==> config.mk <==
export PLATFORM = sky130hd
export DESIGN_NAME = character_position_ctrl
export DESIGN_NICKNAME = d
export VERILOG_FILES = /design/src/rtl/character_position_ctrl_pkg.sv /design/src/rtl/character_position_ctrl_timer.sv /design/src/rtl/character_position_ctrl.sv
export SDC_FILE = /design/constraint.sdc
export NUM_CORES = 1
export LEC_CHECK = 0
export BUFFER_PORTS_ARGS = -buffer_cell sky130_fd_sc_hd__buf_2
export CAP_MARGIN = 40
export CORE_MARGIN = 2
export CORE_UTILIZATION = 40
export CTS_CLUSTER_SIZE = 30
export DETAILED_ROUTE_END_ITERATION = 8
export SYNTH_ARGS = -nofsm -noshare
export SYNTH_HDL_FRONTEND = slang
export SYNTH_SLANG_ARGS = --single-unit
export TNS_END_PERCENT = 1
==> constraint.sdc <==
create_clock -name i_clk -period 1.9 [get_ports i_clk]
set_clock_uncertainty 0.2 [all_clocks]
set_input_delay 0 -clock i_clk [delete_from_list [all_inputs] [get_ports i_clk]]
set_output_delay 0 -clock i_clk [all_outputs]
set_load 0.01 [all_outputs]
==> src/rtl/character_position_ctrl_pkg.sv <==
// Shared types and width helpers for the character movement controller.
package char_move_pkg;

    typedef enum logic [1:0] {
        ST_IDLE   = 2'd0,
        ST_DELAY  = 2'd1,
        ST_REPEAT = 2'd2
    } move_state_t;

    localparam logic DIR_LEFT  = 1'b0;
    localparam logic DIR_RIGHT = 1'b1;

    function automatic int pos_width(input int num_pos);
        return (num_pos <= 2) ? 1 : $clog2(num_pos);
    endfunction

    // Counter only ever holds max(delay, rate)-1.
    function automatic int cnt_width(input int delay, input int rate);
        int m;
        m = (delay > rate) ? delay : rate;
        return (m <= 2) ? 1 : $clog2(m);
    endfunction

endpackage

==> src/rtl/character_position_ctrl_timer.sv <==
// Auto-repeat down-counter: load, decrement while enabled, clear, expire flag.
module move_repeat_timer #(
    parameter int CNT_W = 3
) (
    input  logic             i_clk,
    input  logic             i_rst_n,
    input  logic             i_clr,
    input  logic             i_load,
    input  logic [CNT_W-1:0] i_load_val,
    input  logic             i_dec,
    output logic             o_expired
);

    logic [CNT_W-1:0] r_count;

    always_ff @(posedge i_clk or negedge i_rst_n) begin
        if (!i_rst_n) begin
            r_count <= '0;
        end else if (i_clr) begin
            r_count <= '0;
        end else if (i_load) begin
            r_count <= i_load_val;
        end else if (i_dec && (r_count != '0)) begin
            r_count <= r_count - CNT_W'(1);
        end
    end

    assign o_expired = (r_count == '0);

endmodule

==> src/rtl/character_position_ctrl.sv <==
// Bounded horizontal position controller: tap steps once, hold auto-repeats.
//   state     | meaning
//   ST_IDLE   | no request being tracked; next request is a fresh press
//   ST_DELAY  | pressed, waiting REPEAT_DELAY enabled cycles for first repeat
//   ST_REPEAT | repeating every REPEAT_RATE enabled cycles
module character_position_ctrl
    import char_move_pkg::*;
#(
    parameter  int NUM_POS      = 9,
    parameter  int START_POS    = 4,
    parameter  int REPEAT_DELAY = 8,
    parameter  int REPEAT_RATE  = 4,
    parameter  int WRAP         = 0,
    localparam int POS_W        = pos_width(NUM_POS)
) (
    input  logic             i_clk,
    input  logic             i_rst_n,
    input  logic             i_left,
    input  logic             i_right,
    input  logic             i_enable,
    output logic [POS_W-1:0] o_curr_state,
    output logic             o_at_left,
    output logic             o_at_right,
    output logic             o_moved,
    output logic             o_move_dir
);

    localparam int               CNT_W    = cnt_width(REPEAT_DELAY, REPEAT_RATE);
    localparam logic [POS_W-1:0] LAST_POS = POS_W'(NUM_POS - 1);
    localparam logic [POS_W-1:0] START_V  = POS_W'(START_POS);
    localparam logic [CNT_W-1:0] DELAY_LD = CNT_W'(REPEAT_DELAY - 1);
    localparam logic [CNT_W-1:0] RATE_LD  = CNT_W'(REPEAT_RATE - 1);
    localparam logic             START_AT_LEFT  = (START_POS == 0);
    localparam logic             START_AT_RIGHT = (START_POS == NUM_POS - 1);

    if (NUM_POS < 2) begin : g_chk_num_pos
        $error("character_position_ctrl: NUM_POS must be >= 2");
    end
    if (START_POS < 0 || START_POS >= NUM_POS) begin : g_chk_start_pos
        $error("character_position_ctrl: START_POS must be < NUM_POS");
    end
    if (REPEAT_DELAY < 1) begin : g_chk_delay
        $error("character_position_ctrl: REPEAT_DELAY must be >= 1");
    end
    if (REPEAT_RATE < 1) begin : g_chk_rate
        $error("character_position_ctrl: REPEAT_RATE must be >= 1");
    end

    move_state_t      r_state;
    logic             r_dir;
    logic [POS_W-1:0] r_pos;
    logic             r_at_left;
    logic             r_at_right;
    logic             r_moved;
    logic             r_move_dir;

    logic             w_req_l;
    logic             w_req_r;
    logic             w_req;
    logic             w_fresh;
    logic             w_same;
    logic             w_rep_step;
    logic             w_step;
    logic             w_expired;
    logic             w_tmr_clr;
    logic             w_tmr_load;
    logic             w_tmr_dec;
    logic [CNT_W-1:0] w_tmr_val;
    logic [POS_W-1:0] w_next_pos;
    logic             w_eff;

    // Both buttons together cancel out, same as neither.
    assign w_req_l    = i_left & ~i_right;
    assign w_req_r    = i_right & ~i_left;
    assign w_req      = w_req_l | w_req_r;
    assign w_fresh    = i_enable & w_req & ((r_state == ST_IDLE) || (w_req_r != r_dir));
    assign w_same     = i_enable & w_req & (r_state != ST_IDLE) & (w_req_r == r_dir);
    assign w_rep_step = w_same & w_expired;
    assign w_step     = w_fresh | w_rep_step;

    assign w_tmr_clr  = ~i_enable | ~w_req;
    assign w_tmr_load = w_step;
    assign w_tmr_val  = w_fresh ? DELAY_LD : RATE_LD;
    assign w_tmr_dec  = w_same & ~w_expired;

    move_repeat_timer #(
        .CNT_W (CNT_W)
    ) u_timer (
        .i_clk      (i_clk),
        .i_rst_n    (i_rst_n),
        .i_clr      (w_tmr_clr),
        .i_load     (w_tmr_load),
        .i_load_val (w_tmr_val),
        .i_dec      (w_tmr_dec),
        .o_expired  (w_expired)
    );

    // A blocked step at a saturated end is not an effective step.
    always_comb begin
        w_next_pos = r_pos;
        w_eff      = 1'b0;
        if (w_step) begin
            if (w_req_r) begin
                if (r_pos != LAST_POS) begin
                    w_next_pos = r_pos + POS_W'(1);
                    w_eff      = 1'b1;
                end else if (WRAP != 0) begin
                    w_next_pos = '0;
                    w_eff      = 1'b1;
                end
            end else begin
                if (r_pos != '0) begin
                    w_next_pos = r_pos - POS_W'(1);
                    w_eff      = 1'b1;
                end else if (WRAP != 0) begin
                    w_next_pos = LAST_POS;
                    w_eff      = 1'b1;
                end
            end
        end
    end

    always_ff @(posedge i_clk or negedge i_rst_n) begin
        if (!i_rst_n) begin
            r_state    <= ST_IDLE;
            r_dir      <= DIR_LEFT;
            r_pos      <= START_V;
            r_at_left  <= START_AT_LEFT;
            r_at_right <= START_AT_RIGHT;
            r_moved    <= 1'b0;
            r_move_dir <= DIR_LEFT;
        end else begin
            r_moved <= w_eff;
            if (w_eff) begin
                r_pos      <= w_next_pos;
                r_move_dir <= w_req_r;
                r_at_left  <= (w_next_pos == '0);
                r_at_right <= (w_next_pos == LAST_POS);
            end
            if (!i_enable || !w_req) begin
                r_state <= ST_IDLE;
            end else if (w_fresh) begin
                r_state <= ST_DELAY;
                r_dir   <= w_req_r;
            end else if (w_rep_step) begin
                r_state <= ST_REPEAT;
            end
        end
    end

    assign o_curr_state = r_pos;
    assign o_at_left    = r_at_left;
    assign o_at_right   = r_at_right;
    assign o_moved      = r_moved;
    assign o_move_dir   = r_move_dir;

endmodule

# After elaboration in Yosys (flattened, before gate mapping)
# Index checks and enable logic that the tools add are counted.
op_classes:
  muxes: 15
  n_bitwise: 17
  n_eq_ne: 4
  addsub: 3
  n_shift: 0
  n_reduce_logical: 14
  n_div: 0
  n_lt_le_gt_ge: 0
  n_mul: 0
op_table:
  columns: ["operator", "n"]
  rows:
  - ["4-bit 2-to-1 mux", 4]
  - ["3-bit 2-to-1 mux", 4]
  - ["3-bit nonzero test", 3]
  - ["1-bit AND", 8]
  - ["2-bit 2-to-1 mux", 3]
  - ["1-bit inverter", 6]
  - ["4-bit by 1-bit adder with 4-bit output, second input constant", 1]
  - ["4-bit == test, second input constant", 1]
  - ["4-bit logical NOT", 1]
  - ["1-bit 2-to-1 mux", 4]
  - ["4-bit inequality test, second input constant", 1]
  - ["4-bit nonzero test", 1]
  - ["4-bit by 1-bit subtractor with 4-bit output, second input constant", 1]
  - ["3-bit logical NOT", 1]
  - ["1-bit bitwise OR", 3]
  - ["3-bit by 1-bit subtractor with 3-bit output, second input constant", 1]
  - ["1-bit logical NOT", 2]
  - ["2-bit logical NOT", 1]
  - ["1-bit logical OR", 2]
  - ["2-bit AND reduction", 1]
  - ["2-bit nonzero test", 1]
  - ["1-bit == test", 1]
  - ["1-bit logical AND", 1]
  - ["1-bit inequality test", 1]
word_totals:
  ramBits: 0
  reg_bits: 14
  latch_bits: 0
  inputBits: 5
  rom_bits: 0
  out_inout_bits: 8
  mem_count: 0
  elab_cells: 61

# Longest topological paths before layout
logic_depth:
  depth_word: 11
  depth_mapped: 8
  depth_no_buf: 6

# Modules after synthesis
# Synthesis repeated with hierarchy kept, for this count alone.
unflattened:
  cells_unflattened: 96
  hier_area_um2: 938.4
modules_own_cells:
  columns: ["mod", "instances", "seq_area_each_um2", "cells_per_inst", "area_per_inst_um2"]
  rows:
  - ["character_position_ctrl", 1, 276.5, 75, 738.2]
  - ["move_repeat_timer", 1, 75.1, 21, 200.2]

# Worst setup path after synthesis
# OpenSTA, ideal clock, no wires.
synth_timing:
  path_kind: "reg2reg"
  from: "reg r_pos[0] (netlist: o_curr_state[0])"
  to: "reg r_at_left (netlist: o_at_left)"
  setup_time_ps: 78
  path_slack_ps: -96
  stages_incl_launch_ff: 7
  required_time_ps: 1622
  arrival_ps: 1718
  n_path_buf: 0
  period_less_slack_ps: 1996
  path_cell_list: "dfrtp_1 inv_1 ha_1 or3b_1 a211oi_1 or4_1 o2bb2ai_1"
synth_between:
  elab_chain_len: 5
  word_cells_on_any_way: 13
  cone_classes: "2 x add/sub; 1 x eq/ne; 8 x mux; 2 x reduce/logical"
synth_lines:
  columns: ["element", "line_no", "source"]
  rows:
  - ["from (decl)", "character_position_ctrl.sv:51", "logic [POS_W-1:0] r_pos;"]
  - ["from (signal assigned)", "character_position_ctrl.sv:135", "r_pos <= w_next_pos;"]
  - ["4-bit by 1-bit subtractor with 4-bit output, or another cell as far along", "character_position_ctrl.sv:113", "w_next_pos = r_pos - POS_W'(1);"]
  - ["4-bit 2-to-1 mux, on equally long branches", "character_position_ctrl.sv:112, character_position_ctrl.sv:104", null]
  - ["4-bit 2-to-1 mux", "character_position_ctrl.sv:103", "if (w_req_r) begin"]
  - ["4-bit 2-to-1 mux", "character_position_ctrl.sv:102", "if (w_step) begin"]
  - ["4-bit logical NOT", "character_position_ctrl.sv:137", "r_at_left <= (w_next_pos == '0);"]
  - ["to (signal assigned)", "character_position_ctrl.sv:137", null]
  - ["to (decl)", "character_position_ctrl.sv:52", "logic r_at_left;"]
# Parallel ways exist; a longest one is shown, timed or not.
# A chain may end at the register's enable or synchronous reset.

# Worst setup path after layout
layout_timing:
  from: "reg r_pos[0] (netlist: o_curr_state[0])"
  to: "reg r_pos[3] (netlist: o_curr_state[3])"
layout_between:
  elab_chain_len: 4
  word_cells_on_any_way: 12
  cone_classes: "2 x add/sub; 1 x eq/ne; 8 x mux; 1 x reduce/logical"
layout_lines:
  columns: ["element", "line_no", "source"]
  rows:
  - ["4-bit by 1-bit subtractor with 4-bit output, or another cell as far along", "character_position_ctrl.sv:113", null]
  - ["4-bit 2-to-1 mux, or another cell as far along", "character_position_ctrl.sv:112", "if (r_pos != '0) begin"]
  - ["4-bit 2-to-1 mux or 1-bit 2-to-1 mux (tied branches)", "character_position_ctrl.sv:103", null]
  - ["4-bit 2-to-1 mux or 1-bit 2-to-1 mux (tied branches)", "character_position_ctrl.sv:102", null]
# Parallel ways exist; a longest one is shown, timed or not.

==> flow_summary.ini <==
[timing]
finalCritPeriodShare_pct = 97.69
slew_headroom_pct = 60.45
tightest_slew_ns = 0.5913
rsz0062_at_grt = true
finalMaxSlewViolations = 0
hold_violations = 0
timing.fmax_mhz = 538.8
hold_slack_ns = 0.01646
fin_crit_ns = 1.856
setup_violations = 0

[setup_path]
crit_arrival_ns = 1.82
endpoint_kind = register
cp.required_ns = 1.86
cp-start-kind = register
crit_fanout = 6
reg2regPathDepth = 5
path_class = register to register

[synth]
synth.area.top_cells = dfrtp_1 35%, ha_1 6.8%, nor2_1 4.1%, inv_1 3.7%, o21ai_0 3.2%
synth_top_area_share_pct = 35.18
yosysSeqAreaShare_pct = 38.02
netlist_area_um2 = 924.6
synthCells = 100
syn_area_per_cell_um2 = 9.246
yosys_warnings = 0
synth_top_cell_by_area = dfrtp_1
synth-seq-cells = 14
syn-num-nets = 110
synth.distinct_cells = 40

[flow_run]
cap_violations = 0

[grt]
grt.busiest_layer = met2
antenna_found_initial = 0
grt_usage_pct = 19.26
grt_pass1_vias = 908
met1_usage_pct = 22.38
grt_max_degree = 17
grt_util_met3_pct = 5.172
use_met2_pct = 33.97
grt_pass1_wl_um = 3829
overflow = 0

[pwr]
power_frac_seq_pct = 30.0
p_per_area_nw_per_um2 = 1087
ir_drop_mv = 0.5854
p_sw_uw = 539.7
clockPowerShare_pct = 15.7
p_sw_share_pct = 38.30
p_leak_nw = 0.5673
pwr-share-comb_pct = 54.3
p_int_uw = 869.5

[die]
die_h_um = 52.08
core_um2 = 2191
io_pins = 13
die-area_um2 = 2712
chipWidth_um = 52.08
start_util_pct = 42.20
rows = 17

[place]
gp_congestion = 0.8254
dpl-instance-area_um2 = 1115
port_buffers = 12
hpwlAfterDp_um = 1565
dp.cells = 153

[detailed_routing]
drcViolationCount = 0
totalWireLength_um = 2294
wl_per_cell_um = 14.25
drtAntennaViolNets = 0
dr.first_iter.drc_count = 12
dr_total_vias = 857
vias_per_cell = 5.323
dr.pass1.iters = 4

[cts]
numCtsBuffers = 3
cts_tree = yes
cts_sinks = 14
clkLatencyLatePin_ns = 0.29
clk_pin_slew_ns = 0.10
cts_htree_levels = 1
cts_setup_buffers = 0
cts-root-buf = clkbuf_4
clockBufferDepth = 2

[final_layout]
fin_area_um2 = 1296
antenna_cells = 0
final_cells = 161
layout-drive-gt1-share_pct = 45.11
fin_nets = 144
syn_to_final_growth_pct = 40.19

[outcome]
status = finished clean

[worst_hold_path]
min_path_cells = 4
hp-class = primary input to register
-- cells in the final DEF, fill, tap and decap left out, types with 4 or more instances in the layout --
master | Yosys | layout
buf_4 | 1 | 17
o21ai_0 | 6 | 5
nor2_1 | 10 | 9
inv_1 | 9 | 7
dlygate4sd3_1 | 0 | 4
a21oi_1 | 4 | 4
buf_2 | 1 | 12
dfrtp_1 | 13 | 10
nand2_1 | 7 | 7
-- stage by stage --
step | total power, mW | TNS [ns] | setup slack (ns) | util (%)
2_1_floorplan | 0.8044 | -0.1286 | -0.05598 | -
3_3_place_gp | 1.035 | -0.1829 | -0.1257 | 50.89
3_5_place_dp | 1.042 | -0.4346 | -0.2027 | 50.89
4_1_cts | 1.301 | 0 | 0.001899 | 55.97
5_1_grt | 1.520 | -0.1415 | -0.06591 | 59.17
6_report | 1.409 | 0 | 0.04396 | 59.17
-- cell usage after synthesis --
library cell,count
a2111oi_0,1
a211oi_1,2
a21o_1,1
a21oi_1,4
a221o_1,1
a221oi_1,2
a31oi_1,1
a32o_1,1
and2b_1,1
and4_1,1
buf_2,1
buf_4,1
buf_6,2
dfrtp_1,13
dfstp_2,1
ha_1,5
inv_1,9
inv_2,1
nand2_1,7
nand2b_1,3
nor2_1,10
nor2b_1,2
nor3_1,1
nor4b_2,1
o211ai_1,1
o21ai_0,6
o21ai_1,2
o221ai_1,1
o22ai_1,3
o2bb2ai_1,2
o311ai_0,1
o31a_1,2
o31ai_1,1
o31ai_2,1
or2_2,1
or3b_1,1
or4_1,2
xnor2_1,2
xor2_1,1
xor2_2,1
-- per-layer routing --
layer,vias to the layer above,share of wire (%),wire [µm]
met5,-,0,0
met4,0,0.92,21
met3,4,4.3,98
met2,22,52,1191
met1,403,43,982
li1,428,-,-
-- state kept, by name (all words and copies together), names as in the netlist --
register	cells
o_at_right	1
o_curr_state	4
o_moved	1
o_at_left	1
r_state	2
u_timer.r_count	3
o_move_dir	1
r_dir	1
-- cell families after synthesis --
| group | synth area share (%) |
|---|---|
| buffers and inverters | 7.847 |
| flip-flops | 38.02 |
| AO/OA/AOI/OAI | 25.31 |
| AND/OR/NAND/NOR | 17.46 |
| adder cells (fa/ha/maj) | 6.766 |
| XOR/XNOR | 4.602 |
-- final timing paths --
check / start / end / slack [ns]
setup / recovery: o_curr_state[0] / o_curr_state[3] / 0.04
hold / removal: i_right / u_timer.r_count[1] / 0.02
setup reg to reg: o_curr_state[0] / o_curr_state[3] / 0.04
hold reg to reg: u_timer.r_count[0] / u_timer.r_count[0] / 0.25
max in group asynchronous: i_rst_n / o_curr_state[3] / 0.51
min in group asynchronous: i_rst_n / o_moved / 0.57
-- final cells by class --
| cell class | count | area (µm²) |
|---|---|---|
| inverters | 10 | 37.54 |
| fillers | 200 | 894.6 |
| well taps | 28 | 35.03 |
| flip-flops and latches | 14 | 355.3 |
| multi-input cells | 72 | 604.3 |
| clock buffers | 4 | 36.28 |
| repair buffers | 33 | 227.7 |
-- power by group through the flow --
stage / registers [mW] / logic, mW / clock network (mW)
6_report: 0.423 / 0.765 / 0.221
3_5_place_dp: 0.416 / 0.627 / 0
3_3_place_gp: 0.415 / 0.620 / 0
2_1_floorplan: 0.448 / 0.356 / 0
5_1_grt: 0.430 / 0.851 / 0.240
4_1_cts: 0.410 / 0.664 / 0.226
-- critical path, stage by stage, from the launching register on --
cell	delay (ns)
dfrtp_2	0.42
buf_4	0.16
o31ai_1	0.29
a211oi_2	0.14
a2111oi_1	0.41
nor3_1	0.11
-- timing repair --
| item | CTS | global route |
|---|---|---|
| pin swaps | 1 | 5 |
| resized for setup | 7 | 19 |
| hold buffers | 4 | 0 |
| endpoints found under the setup margin | 6 | 6 |
| hold endpoints to repair | 19 | 0 |
Note: power is estimated with default switching activity, not from simulation.
